<file path="src/rtl/led_pattern_pkg.sv">
// Shared types and constants for the LED pattern-memory game controller.
package led_pattern_pkg;

  typedef enum logic [2:0] {
    IDLE,
    GEN,
    SHOW_ON,
    SHOW_OFF,
    INPUT,
    PASS,
    FAIL,
    WIN
  } state_t;

  // Feedback taps q[7], q[5], q[4], q[3]
  localparam logic [7:0] LFSR_TAPS    = 8'hB8;
  localparam logic [7:0] DEFAULT_SEED = 8'hA5;

  // Widest pattern index supported (LED_W up to 8)
  localparam int unsigned MAX_IDX_W = 3;

  // One-hot decode of a pattern index; callers truncate to LED_W
  function automatic logic [7:0] onehot(input logic [MAX_IDX_W-1:0] index);
    onehot = 8'd1 << index;
  endfunction

endpackage

</file>
<file path="src/rtl/pattern_lfsr.sv">
// 8-bit Fibonacci LFSR producing pattern entries from its low bits.
module pattern_lfsr
  import led_pattern_pkg::*;
#(
  parameter int unsigned OUT_W = 2
) (
  input  logic             clk,
  input  logic             reset_n,
  input  logic             load,
  input  logic             advance,
  input  logic [7:0]       seed,
  output logic [OUT_W-1:0] entry
);

  logic [7:0] q;

  // Load (zero seed replaced by the default), else shift left on advance
  always_ff @(posedge clk) begin
    if (!reset_n) begin
      q <= DEFAULT_SEED;
    end else if (load) begin
      q <= (seed == 8'd0) ? DEFAULT_SEED : seed;
    end else if (advance) begin
      q <= {q[6:0], ^(q & LFSR_TAPS)};
    end
  end

  // Entry is the pre-shift value of the current register
  assign entry = q[OUT_W-1:0];

endmodule

</file>
<file path="src/rtl/led_pattern_ctrl.sv">
// Sequencer for the LED pattern-memory game: generate, show, check, score.
module led_pattern_ctrl
  import led_pattern_pkg::*;
#(
  parameter int unsigned LED_W         = 4,
  parameter int unsigned MAX_LEN       = 10,
  parameter int unsigned ON_TICKS      = 4,
  parameter int unsigned OFF_TICKS     = 2,
  parameter int unsigned INPUT_TIMEOUT = 40,
  parameter int unsigned RESULT_TICKS  = 8
) (
  input  logic             clk,
  input  logic             reset_n,
  input  logic             start,
  input  logic [7:0]       seed,
  input  logic             tick,
  input  logic [LED_W-1:0] btn,
  output logic [LED_W-1:0] led,
  output logic             accept_input,
  output logic             busy,
  output logic [3:0]       level,
  output logic [3:0]       step,
  output logic             pass,
  output logic             fail,
  output logic             win
);

  localparam int unsigned IDX_W = (LED_W > 1) ? $clog2(LED_W) : 1;
  localparam int unsigned CNT_W = 8;

  localparam logic [3:0]       LAST_GEN     = 4'(MAX_LEN - 1);
  localparam logic [3:0]       MAX_LEVEL    = 4'(MAX_LEN);
  localparam logic [CNT_W-1:0] ON_LAST      = CNT_W'(ON_TICKS - 1);
  localparam logic [CNT_W-1:0] OFF_LAST     = CNT_W'(OFF_TICKS - 1);
  localparam logic [CNT_W-1:0] TIMEOUT_LAST = CNT_W'(INPUT_TIMEOUT - 1);
  localparam logic [CNT_W-1:0] RESULT_LAST  = CNT_W'(RESULT_TICKS - 1);

  state_t           state;
  logic [CNT_W-1:0] tick_cnt;
  logic [3:0]       gen_idx;
  logic [IDX_W-1:0] mem [MAX_LEN];

  logic [IDX_W-1:0] lfsr_entry;
  logic [IDX_W-1:0] first_entry;
  logic             start_ok;
  logic             step_last;
  logic [LED_W-1:0] expect_btn;
  logic [LED_W-1:0] first_led;
  logic [LED_W-1:0] next_led;

  // Start is only honoured while no game is in progress
  assign start_ok  = start && ((state == IDLE) || (state == WIN));
  assign step_last = (step == (level - 4'd1));

  pattern_lfsr #(
    .OUT_W (IDX_W)
  ) u_lfsr (
    .clk     (clk),
    .reset_n (reset_n),
    .load    (start_ok),
    .advance (state == GEN),
    .seed    (seed),
    .entry   (lfsr_entry)
  );

  // Entry 0 is still in flight on the last GEN cycle only when MAX_LEN is 1
  assign first_entry = (gen_idx == 4'd0) ? lfsr_entry : mem[0];
  assign first_led   = LED_W'(onehot(MAX_IDX_W'(first_entry)));
  assign next_led    = LED_W'(onehot(MAX_IDX_W'(mem[step + 4'd1])));
  assign expect_btn  = LED_W'(onehot(MAX_IDX_W'(mem[step])));

  // Pattern memory fill, one entry per clock during GEN
  always_ff @(posedge clk) begin
    if (state == GEN) begin
      mem[gen_idx] <= lfsr_entry;
    end
  end

  // Game FSM; every transition also sets the registered outputs of its target
  always_ff @(posedge clk) begin
    if (!reset_n) begin
      state        <= IDLE;
      tick_cnt     <= '0;
      gen_idx      <= '0;
      level        <= '0;
      step         <= '0;
      led          <= '0;
      accept_input <= 1'b0;
      busy         <= 1'b0;
      pass         <= 1'b0;
      fail         <= 1'b0;
      win          <= 1'b0;
    end else begin
      case (state)
        IDLE, WIN: begin
          if (start_ok) begin
            state    <= GEN;
            tick_cnt <= '0;
            gen_idx  <= '0;
            level    <= 4'd1;
            step     <= '0;
            busy     <= 1'b1;
            win      <= 1'b0;
          end
        end

        GEN: begin
          if (gen_idx == LAST_GEN) begin
            state    <= SHOW_ON;
            tick_cnt <= '0;
            step     <= '0;
            led      <= first_led;
          end else begin
            gen_idx <= gen_idx + 4'd1;
          end
        end

        SHOW_ON: begin
          if (tick) begin
            if (tick_cnt == ON_LAST) begin
              state    <= SHOW_OFF;
              tick_cnt <= '0;
              led      <= '0;
            end else begin
              tick_cnt <= tick_cnt + CNT_W'(1);
            end
          end
        end

        SHOW_OFF: begin
          if (tick) begin
            if (tick_cnt == OFF_LAST) begin
              tick_cnt <= '0;
              if (step_last) begin
                state        <= INPUT;
                step         <= '0;
                accept_input <= 1'b1;
              end else begin
                state <= SHOW_ON;
                step  <= step + 4'd1;
                led   <= next_led;
              end
            end else begin
              tick_cnt <= tick_cnt + CNT_W'(1);
            end
          end
        end

        INPUT: begin
          if (btn != '0) begin
            // A press always wins over a coincident tick and restarts the timeout
            tick_cnt <= '0;
            if (btn != expect_btn) begin
              state        <= FAIL;
              accept_input <= 1'b0;
              fail         <= 1'b1;
            end else if (step_last) begin
              state        <= PASS;
              accept_input <= 1'b0;
              pass         <= 1'b1;
            end else begin
              step <= step + 4'd1;
            end
          end else if (tick) begin
            if (tick_cnt == TIMEOUT_LAST) begin
              state        <= FAIL;
              tick_cnt     <= '0;
              accept_input <= 1'b0;
              fail         <= 1'b1;
            end else begin
              tick_cnt <= tick_cnt + CNT_W'(1);
            end
          end
        end

        PASS: begin
          if (tick) begin
            if (tick_cnt == RESULT_LAST) begin
              tick_cnt <= '0;
              pass     <= 1'b0;
              if (level == MAX_LEVEL) begin
                state <= WIN;
                busy  <= 1'b0;
                win   <= 1'b1;
              end else begin
                // Same pattern, one step longer
                state <= SHOW_ON;
                level <= level + 4'd1;
                step  <= '0;
                led   <= LED_W'(onehot(MAX_IDX_W'(mem[0])));
              end
            end else begin
              tick_cnt <= tick_cnt + CNT_W'(1);
            end
          end
        end

        FAIL: begin
          if (tick) begin
            if (tick_cnt == RESULT_LAST) begin
              state    <= IDLE;
              tick_cnt <= '0;
              fail     <= 1'b0;
              busy     <= 1'b0;
              level    <= '0;
              step     <= '0;
            end else begin
              tick_cnt <= tick_cnt + CNT_W'(1);
            end
          end
        end

        default: begin
          state <= IDLE;
        end
      endcase
    end
  end

endmodule

</file>
<file path="config.mk">
export PLATFORM = sky130hd
export DESIGN_NAME = led_pattern_ctrl
export DESIGN_NICKNAME = d
export VERILOG_FILES = /design/src/rtl/led_pattern_pkg.sv /design/src/rtl/pattern_lfsr.sv /design/src/rtl/led_pattern_ctrl.sv
export SDC_FILE = /design/constraint.sdc
export NUM_CORES = 1
export LEC_CHECK = 0
export ABC_AREA = 1
export CORE_AREA = 10 10 103 105
export DETAILED_ROUTE_END_ITERATION = 6
export DIE_AREA = 0 0 113 115
export PLACE_DENSITY = 0.67
export SETUP_SLACK_MARGIN = 0.02
export SLEW_MARGIN = 20
export SYNTH_ARGS = -nofsm -noshare
export SYNTH_HDL_FRONTEND = slang
export SYNTH_SLANG_ARGS = --single-unit
export TNS_END_PERCENT = 100
</file>
<file path="constraint.sdc">
create_clock -name clk -period 1.73 [get_ports clk]
set_input_delay 0.173 -clock clk [delete_from_list [all_inputs] [get_ports clk]]
set_output_delay 0.173 -clock clk [all_outputs]
set_load 0.01 [all_outputs]
</file>
==> flow_summary.ini <==
[setup_path]
crit_required_ns = 1.98
r2r_setup_slack_ns = -0.28
path_max_fanout = 5
ff2ff_path_depth = 10
worstSetupEndpointType = flip-flop
startpoint_type = flip-flop
cp_data_arrival_time_ns = 2.25
crit_type = flip-flop to flip-flop

[global_route]
grt_max_degree = 21
globalRouteOverflowTotal = 0
grt_pass1_vias = 4211
grt.total_usage_pct = 18.2
antenna_found_initial = 0
grt_pass1_wl_mm = 19.7

[placed_design]
dp_slack_ns = -0.387
hpwl_mm = 7.83
io_buffers = 32
place_congestion = 0.941

[outcome]
outcome = complete, but fails checks
violations = negative setup slack

[routing]
initialDrtViolationCount = 296
routedWlPerCell_um = 17.8
post-route-drc-count = 0
wl_mm = 14.0
vias_per_cell = 5.53
vias = 4354
first_pass_iters = 5
final_antenna_net_count = 0

[cts]
hold_buffers = 0
cts_buffers = 9
clock_latency_ns = 0.36
cts_sinks = 64
cts_root_buffer = clkbuf_8
cts_tree = done
clk_transition_reported_paths_ns = 0.08
cts_buffer_depth = 2
htree_levels = 3

[die]
die_h_um = 115
io_pins = 33
start_util_pct = 44.7
dieArea_um2 = 13000
core_area_um2 = 8550
die_w_um = 113
rows = 34

[cells_and_area]
register_area_um2 = 1510
drive_gt1_share_pct = 47.7
n_fill_cell = 543
postLayoutCoreUtil_pct = 74.2
antennaDiodeCount = 0
areaGrowthSynthToFinish_pct = 65.9
multi_input_area_um2 = 2800
fin_nets = 700

[timing]
fin_ws_ns = -0.277
fin_crit_sh_pct = 116
grt_setup_unrepaired = true
tightest_slew_ns = 0.768
skew_ns = 0.0144
hold_viol_final = 0
setup_viol = 36
fin_crit_ns = 2.01
slew_headroom_pct = 48.8
maxSlewViolCount = 0
fmax_ghz = 0.498

[pwr]
p_per_area_nw_per_um2 = 1810
irDropWorstVdd_mv = 0.833
total_leakage_power_nw = 2.65
total_power_w = 0.0115

[synthesis]
seq_area_frac_synth_pct = 38.7
synth-warning-count = 0
postSynthAreaPerCell_um2 = 7.39
muxShareOfSynthArea_pct = 0
ys_types = 42
synthCells = 518
synth_nets = 544
synth_area_um2 = 3830
synth-compound-area-share_pct = 13.8
synth_top_family_by_area = simple AND/OR/NAND/NOR gates
synth_simple_gate_area_share_pct = 32.7
synth_seq_cells = 64
synthXorXnorAreaFrac_pct = 2.75
synthAdderAreaFrac_pct = 3.27

[job]
cap_violations = 0

[hold_path]
hold_depth = 3
hp-class = input pin to flip-flop
Yosys cell counts (all sizes together):
cell type | number | area share, %
a211oi | 7 | 1.4
a21oi | 35 | 4.6
a31oi | 4 | 0.65
and3 | 1 | 0.16
buf | 5 | 1.0
clkbuf | 4 | 0.39
clkinv | 1 | 0.13
dfxtp | 44 | 23
edfxtp | 20 | 16
ha | 10 | 3.3
inv | 72 | 7.1
nand2 | 119 | 12
nand3 | 42 | 6.3
nand4 | 5 | 0.82
nor2 | 55 | 6.9
nor3 | 22 | 3.8
nor3b | 6 | 1.3
nor4 | 4 | 0.65
o211ai | 4 | 0.78
o21a | 1 | 0.20
o21ai | 41 | 6.0
o31ai | 1 | 0.20
or2 | 3 | 0.49
xnor2 | 8 | 1.8
xor2 | 4 | 0.92
where the power goes:
group          internal, W  switching (W)
Sequential         0.00199       0.000368
Combinational      0.00344        0.00406
Clock             0.000998       0.000640
layer usage:
layer  global-route usage, %  wire length (um)  vias up
met2                    31.2              6930      207
met3                    4.06               926       62
met5                       0                 0        -
met1                    21.2              5350     2060
li1                        -                 -     2025
met4                    8.97               792        0
final timing paths:
path                 start     endpoint
setup / recovery  state[2]      step[2]
hold / removal     seed[3]  u_lfsr.q[3]
setup reg to reg  state[2]      step[2]
hold reg to reg     led[0]       led[0]
layout by cell type (no fill, tap or decap), types with 9 or more instances in the layout:
master           instances
buf_4                   94
nand2_1                 86
inv_1                   49
dfxtp_1                 30
clkdlybuf4s50_1         30
nor2_1                  25
a21oi_1                 24
buf_6                   24
nand3_1                 22
nand2_2                 22
nor2_4                  20
edfxtp_1                20
inv_2                   17
nand3_2                 16
o21ai_0                 13
o21ai_2                 11
nand2_4                 10
a21oi_2                 10
nor3_1                  10
clkbuf_8                10
nor2_2                   9
o21ai_4                  9
cell families after synthesis:
group | Yosys count
fa+ha+maj | 10
simple gates | 257
xor+xnor | 12
compound gates | 93
buf+inv | 82
flops | 64
through the flow:
stage          cell area, um2  TNS, ns  cells  hold slack [ns]
2_1_floorplan            3880   -0.204    518            0.312
3_3_place_gp             4950    -6.66    734            0.447
3_5_place_dp             4950    -7.90    734            0.453
4_1_cts                  5780    -2.80    770            0.419
5_1_grt                  6350    -8.68    787            0.448
6_report                 6350    -5.62    787            0.422
area by class of cell:
type,instances,share of cell area [%]
tap,108,2.13
multi-input combinational,373,44.1
timing repair buffer,153,21.3
clock inverter,5,1.64
inverter,73,4.75
clock buffer,11,2.23
sequential,64,23.9
sequential cells by signal, summed over array words and instances (netlist names), named ones only:
signal	flops
pass	1
state	3
accept_input	1
mem	20
tick_cnt	8
gen_idx	4
u_lfsr.q	8
step	4
win	1
busy	1
fail	1
led	4
level	4
critical path, cell delays in order, from the launching register on:
cell and delay, ns:
dfxtp_4 0.40, buf_6 0.15, nor2_2 0.08, inv_1 0.09
nor2_1 0.08, nor4_2 0.28, nand3_1 0.20, nor3_4 0.29
nand2_8 0.12, o21ai_4 0.16, nor2_1 0.07
repair_timing:
action                                  CTS  global route
pin swaps                                57            43
gates cloned                              1             0
endpoints found under the setup margin   41            55
setup buffers                            21            18
resized for setup                       126           114
Note: power is estimated with default switching activity, not from simulation.
==> RTL edit 1: new RTL, same flow settings <==
Add an input register stage for `start`; this delays it by one clock. The other inputs are not delayed to match.
--- a/src/rtl/led_pattern_ctrl.sv
+++ b/src/rtl/led_pattern_ctrl.sv
@@ -37,2 +37,8 @@
 
+  logic start_q;
+
+  always_ff @(posedge clk) begin
+    start_q <= start;
+  end
+
   state_t           state;
@@ -51,3 +57,3 @@
   // Start is only honoured while no game is in progress
-  assign start_ok  = start && ((state == IDLE) || (state == WIN));
+  assign start_ok  = start_q && ((state == IDLE) || (state == WIN));
   assign step_last = (step == (level - 4'd1));
Check against the original RTL: not equivalent (Yosys sat finds a counterexample within 4 cycles, from zero or initial values and one cycle with reset_n low).
==> RTL edit 1 against the unedited design <==
The run still ends with negative setup slack left; worst setup slack improved by 0.035 ns; combinational power fell by 22%; area after synthesis fell by 1.7%; fmax rose by 1.8%; wire length fell by 20%; sequential cell count rose by 1; final area fell by 7.5%; power fell by 18%; die area did not move; clock skew fell by 0.0065 ns; critical path type unchanged.
==> RTL edit 1: results (changes against the unedited design) <==
Placed Area 5030 um2 (+1.7%); DP HPWL 8.23 mm (+5.2%); Slew @ Worst Pin 0.438 ns (-0.330 ns); Post-synth EDFFs 20 (unchanged); Total GRT Usage 17.1% (-1.1 points); Skew-Pair Late Insertion Delay 0.36 ns (about the same); Mapped Nets 547 (+0.55%); Post-Layout Cell Count 790 (+0.38%); vias in the first global route 4009 (-4.8%); Post-Synth Adder-Cell Area 3.33% (+0.057 points); post-synthesis mux area share 0% (unchanged); ys flop type dfxtp_1; post-synthesis sequential area ratio 39.9% (+1.2 points); PortBufs 32 (unchanged); share of post-route cells with drive strength above 1 40.9% (-6.8 points); Worst Skew 0.00784 ns (-0.00654 ns); VDD IR max 0.913 mV (+9.7%); first-pass GRT wire length 18.4 mm (-6.4%); Compound-Gate Fraction of Synth Area 13.5% (-0.36 points); pre-CTS setup slack -0.401 ns (-0.0148 ns); Max stage delay on crit path 0.37 ns (-0.03 ns); Switch Pwr 0.00413 W (-18%); Cells after Synth 521 (+0.58%); Critical Path Fanout Max 8 (+3); outcome finished, violations left; failing checks negative setup slack; DP Cell Count 754 (+2.7%); most frequent cells after synthesis 110 x nand2_1, 68 x inv_1, 54 x nor2_1, 45 x dfxtp_1, 43 x nand3_1; vias per cell 5.12 (-7.5%); total negative slack -4.34 ns (+1.28 ns); most area-consuming cells after synthesis dfxtp_1 24%, edfxtp_1 16%, nand2_1 11%; setup violators final 30 (-17%); largest registers mem: 20 flops, tick_cnt: 8 flops, u_lfsr.q: 8 flops; LEAKAGE 2.46 nW (-7.0%); Final #Nets 703 (+0.43%); Worst EP arrival 2.25 ns (about the same); RePlAce Congestion 0.939 (-0.18%); fraction of synthesized cell area in xor and xnor cells 2.79% (+0.048 points); FFs w/ async S/R, synth 0% (unchanged); DRT Wirelength 11.2 mm (-20%); clock tree buffer depth 2 (unchanged); number of DRC markers in iteration 0 255 (-14%); setup slack after layout -0.242 ns (+0.0352 ns); fillers 680 (+25%); largest net degree at the start of global routing 19 (-9.5%)
## RTL edit 1: path summary, 6_finish.rpt
check,slack [ns],end,cells after the start,start
worst max-delay path,-0.24,flop,16,flop
worst min-delay path,0.26,start_q$_DFF_P_,1,start
worst max register to register,-0.24,flop,16,flop
worst min register to register,0.45,fail$_SDFFE_PN0P_,2,fail$_SDFFE_PN0P_
## RTL edit 1: layer usage
layer	GRT usage (%)	wire (um)	share of wire (%)
met3	4.32	689	6.1
met1	20.5	4880	44
met2	28.3	5330	48
met4	8.29	304	2.7
met5	0	0	0
## RTL edit 1: timing repair
item                                    4_1_cts  5_1_grt
endpoints found under the setup margin       40       50
pin swaps                                    38       28
buffers inserted                             16        7
resized for setup                            79       56
## RTL edit 1: layout make-up
cell class	count	area [um2]	area share [%]
repair buffers	155	1280	21.8
clock buffers	9	124	2.11
well taps	108	135	2.30
multi-input cells	371	2430	41.4
flip-flops and latches	65	1530	26.0
inverters	75	290	4.94
clock inverters	7	78.8	1.34
## RTL edit 1: cell families (layout without fill, tap and decap cells)
kind of cell,after synthesis,in the layout
compound gates,92,92
buf+inv,85,246
simple gates,257,257
xor+xnor,12,12
fa+ha+maj,10,10
flops,65,65
## RTL edit 1: critical path: cells and delay by family (launching register included)
family,cells,cell delay [ns]
flip-flops,1,0.37
AND/OR/NAND/NOR,15,1.37
buffers and inverters,1,0.14
## RTL edit 1: power groups by stage
| stage | registers, W | logic (W) | clock network [W] |
|---|---|---|---|
| after floorplan | 0.00233 | 0.00279 | 0 |
| after global placement | 0.00225 | 0.00453 | 0 |
| after detailed placement | 0.00226 | 0.00463 | 0 |
| after CTS | 0.00227 | 0.00527 | 0.00136 |
| after global routing | 0.00234 | 0.00642 | 0.00143 |
| final | 0.00229 | 0.00583 | 0.00132 |
==> RTL edit 2: new RTL, same settings <==
Without the edit above. Change the parameter `MAX_LEN` from 10 to 5.
--- a/src/rtl/led_pattern_ctrl.sv
+++ b/src/rtl/led_pattern_ctrl.sv
@@ -5,3 +5,3 @@
   parameter int unsigned LED_W         = 4,
-  parameter int unsigned MAX_LEN       = 10,
+  parameter int unsigned MAX_LEN       = 5,
   parameter int unsigned ON_TICKS      = 4,
Behaviour: not the same (a bounded check fails within 10 cycles, from zero or initial values and one cycle with reset_n low).
==> RTL edit 2 against the unedited design <==
The run still ends with negative setup slack left; first-iteration DRC count is 32% lower; worst hold slack better by 0.055 ns; wire length is 31% lower; area after synthesis is 16% lower; synthesized cell count is 10% lower; via count is 19% lower; die area stayed put; power is 34% lower; worst setup slack better by 0.21 ns; sequential cell count is 11 lower; combinational power is 36% lower; final area is 21% lower; largest cell class unchanged.
==> RTL edit 2: results (changes against the unedited design) <==
failing checks negative setup slack; Layout Utilization 58.7% (-16 points); hold path start led[2]$_SDFFE_PN0P_; Placed Area 4310 um2 (-13%); HP Class reg -> reg; htree depth 2 (-1); worst setup path startpoint level[0]$_SDFFE_PN0P_; setup slack after layout -0.0712 ns (+0.206 ns); Yosys cell types 39 (-7.1%); outcome finished, violations left; post-CTS setup buffers 10 (-52%); fillers 755 (+39%); Post-synth EDFFs 10 (-50%); vias per cell 4.96 (-10%); met2 WL 4.76 mm (-31%); largest registers mem: 10 flops, tick_cnt: 8 flops, u_lfsr.q: 8 flops; syn avg cell area 6.86 um2 (-7.1%); LEAKAGE 2.17 nW (-18%); number of DRC markers in iteration 0 202 (-32%); Slew headroom 71.0% (+22 points); Comb power 0.00479 W (-36%); M1 WL 4.21 mm (-21%); hold depth 2 (-1); DP HPWL 7.21 mm (-7.9%); Mapped Nets 490 (-9.9%); Total GRT Usage 14.3% (-3.9 points); drt pass-1 iters 4 (-1); Worst EP arrival 2.01 ns (-0.24 ns); largest net degree at the start of global routing 17 (-19%); switch share 43.2% (-0.90 points); Worst Reg2Reg Path Length in Cells 13 (+3); clock-pin slew on the worst setup and hold paths 0.10 ns (+0.02 ns); met2 Usage GRT 25.2% (-6.0 points); most frequent cells after synthesis 107 x nand2_1, 63 x inv_1, 62 x nor2_1, 43 x dfxtp_1, 31 x nand3_1; CTS buffer count 5 (-4); DP Cell Count 685 (-6.7%); clock share of power 11.3% (-3.0 points); Worst Skew 0.00741 ns (-0.00697 ns); Critical Path Fanout Max 4 (-1); GR met1 Demand/Resource 17.5% (-3.7 points); Post-CTS Resized 68 (-46%); setup violators final 18 (-50%)
-- RTL edit 2: cell types whose count changed in the layout (fill, tap and decap cells not counted), moves of 4 or more --
cell,change
buf_6,-16
o21ai_1,-6
nor2_1,+22
nand3_2,-7
nor2_4,-11
buf_4,-5
o21ai_2,-7
o21ai_4,-6
clkbuf_8,-5
nor3_4,-5
nand2_1,-4
edfxtp_1,-10
-- RTL edit 2: layout make-up --
class	count	share of cell area (%)
clock buffers	6	1.45
repair buffers	129	21.5
inverters	73	5.76
well taps	108	2.69
clock inverters	2	0.773
flip-flops and latches	53	23.6
multi-input cells	336	44.2
-- RTL edit 2: kinds of logic after synthesis --
| kind of cell | synth area share, % |
|---|---|
| simple gates | 36.0 |
| fa+ha+maj | 3.13 |
| compound gates | 12.7 |
| xor+xnor | 2.74 |
| buf+inv | 9.12 |
| flops | 36.3 |
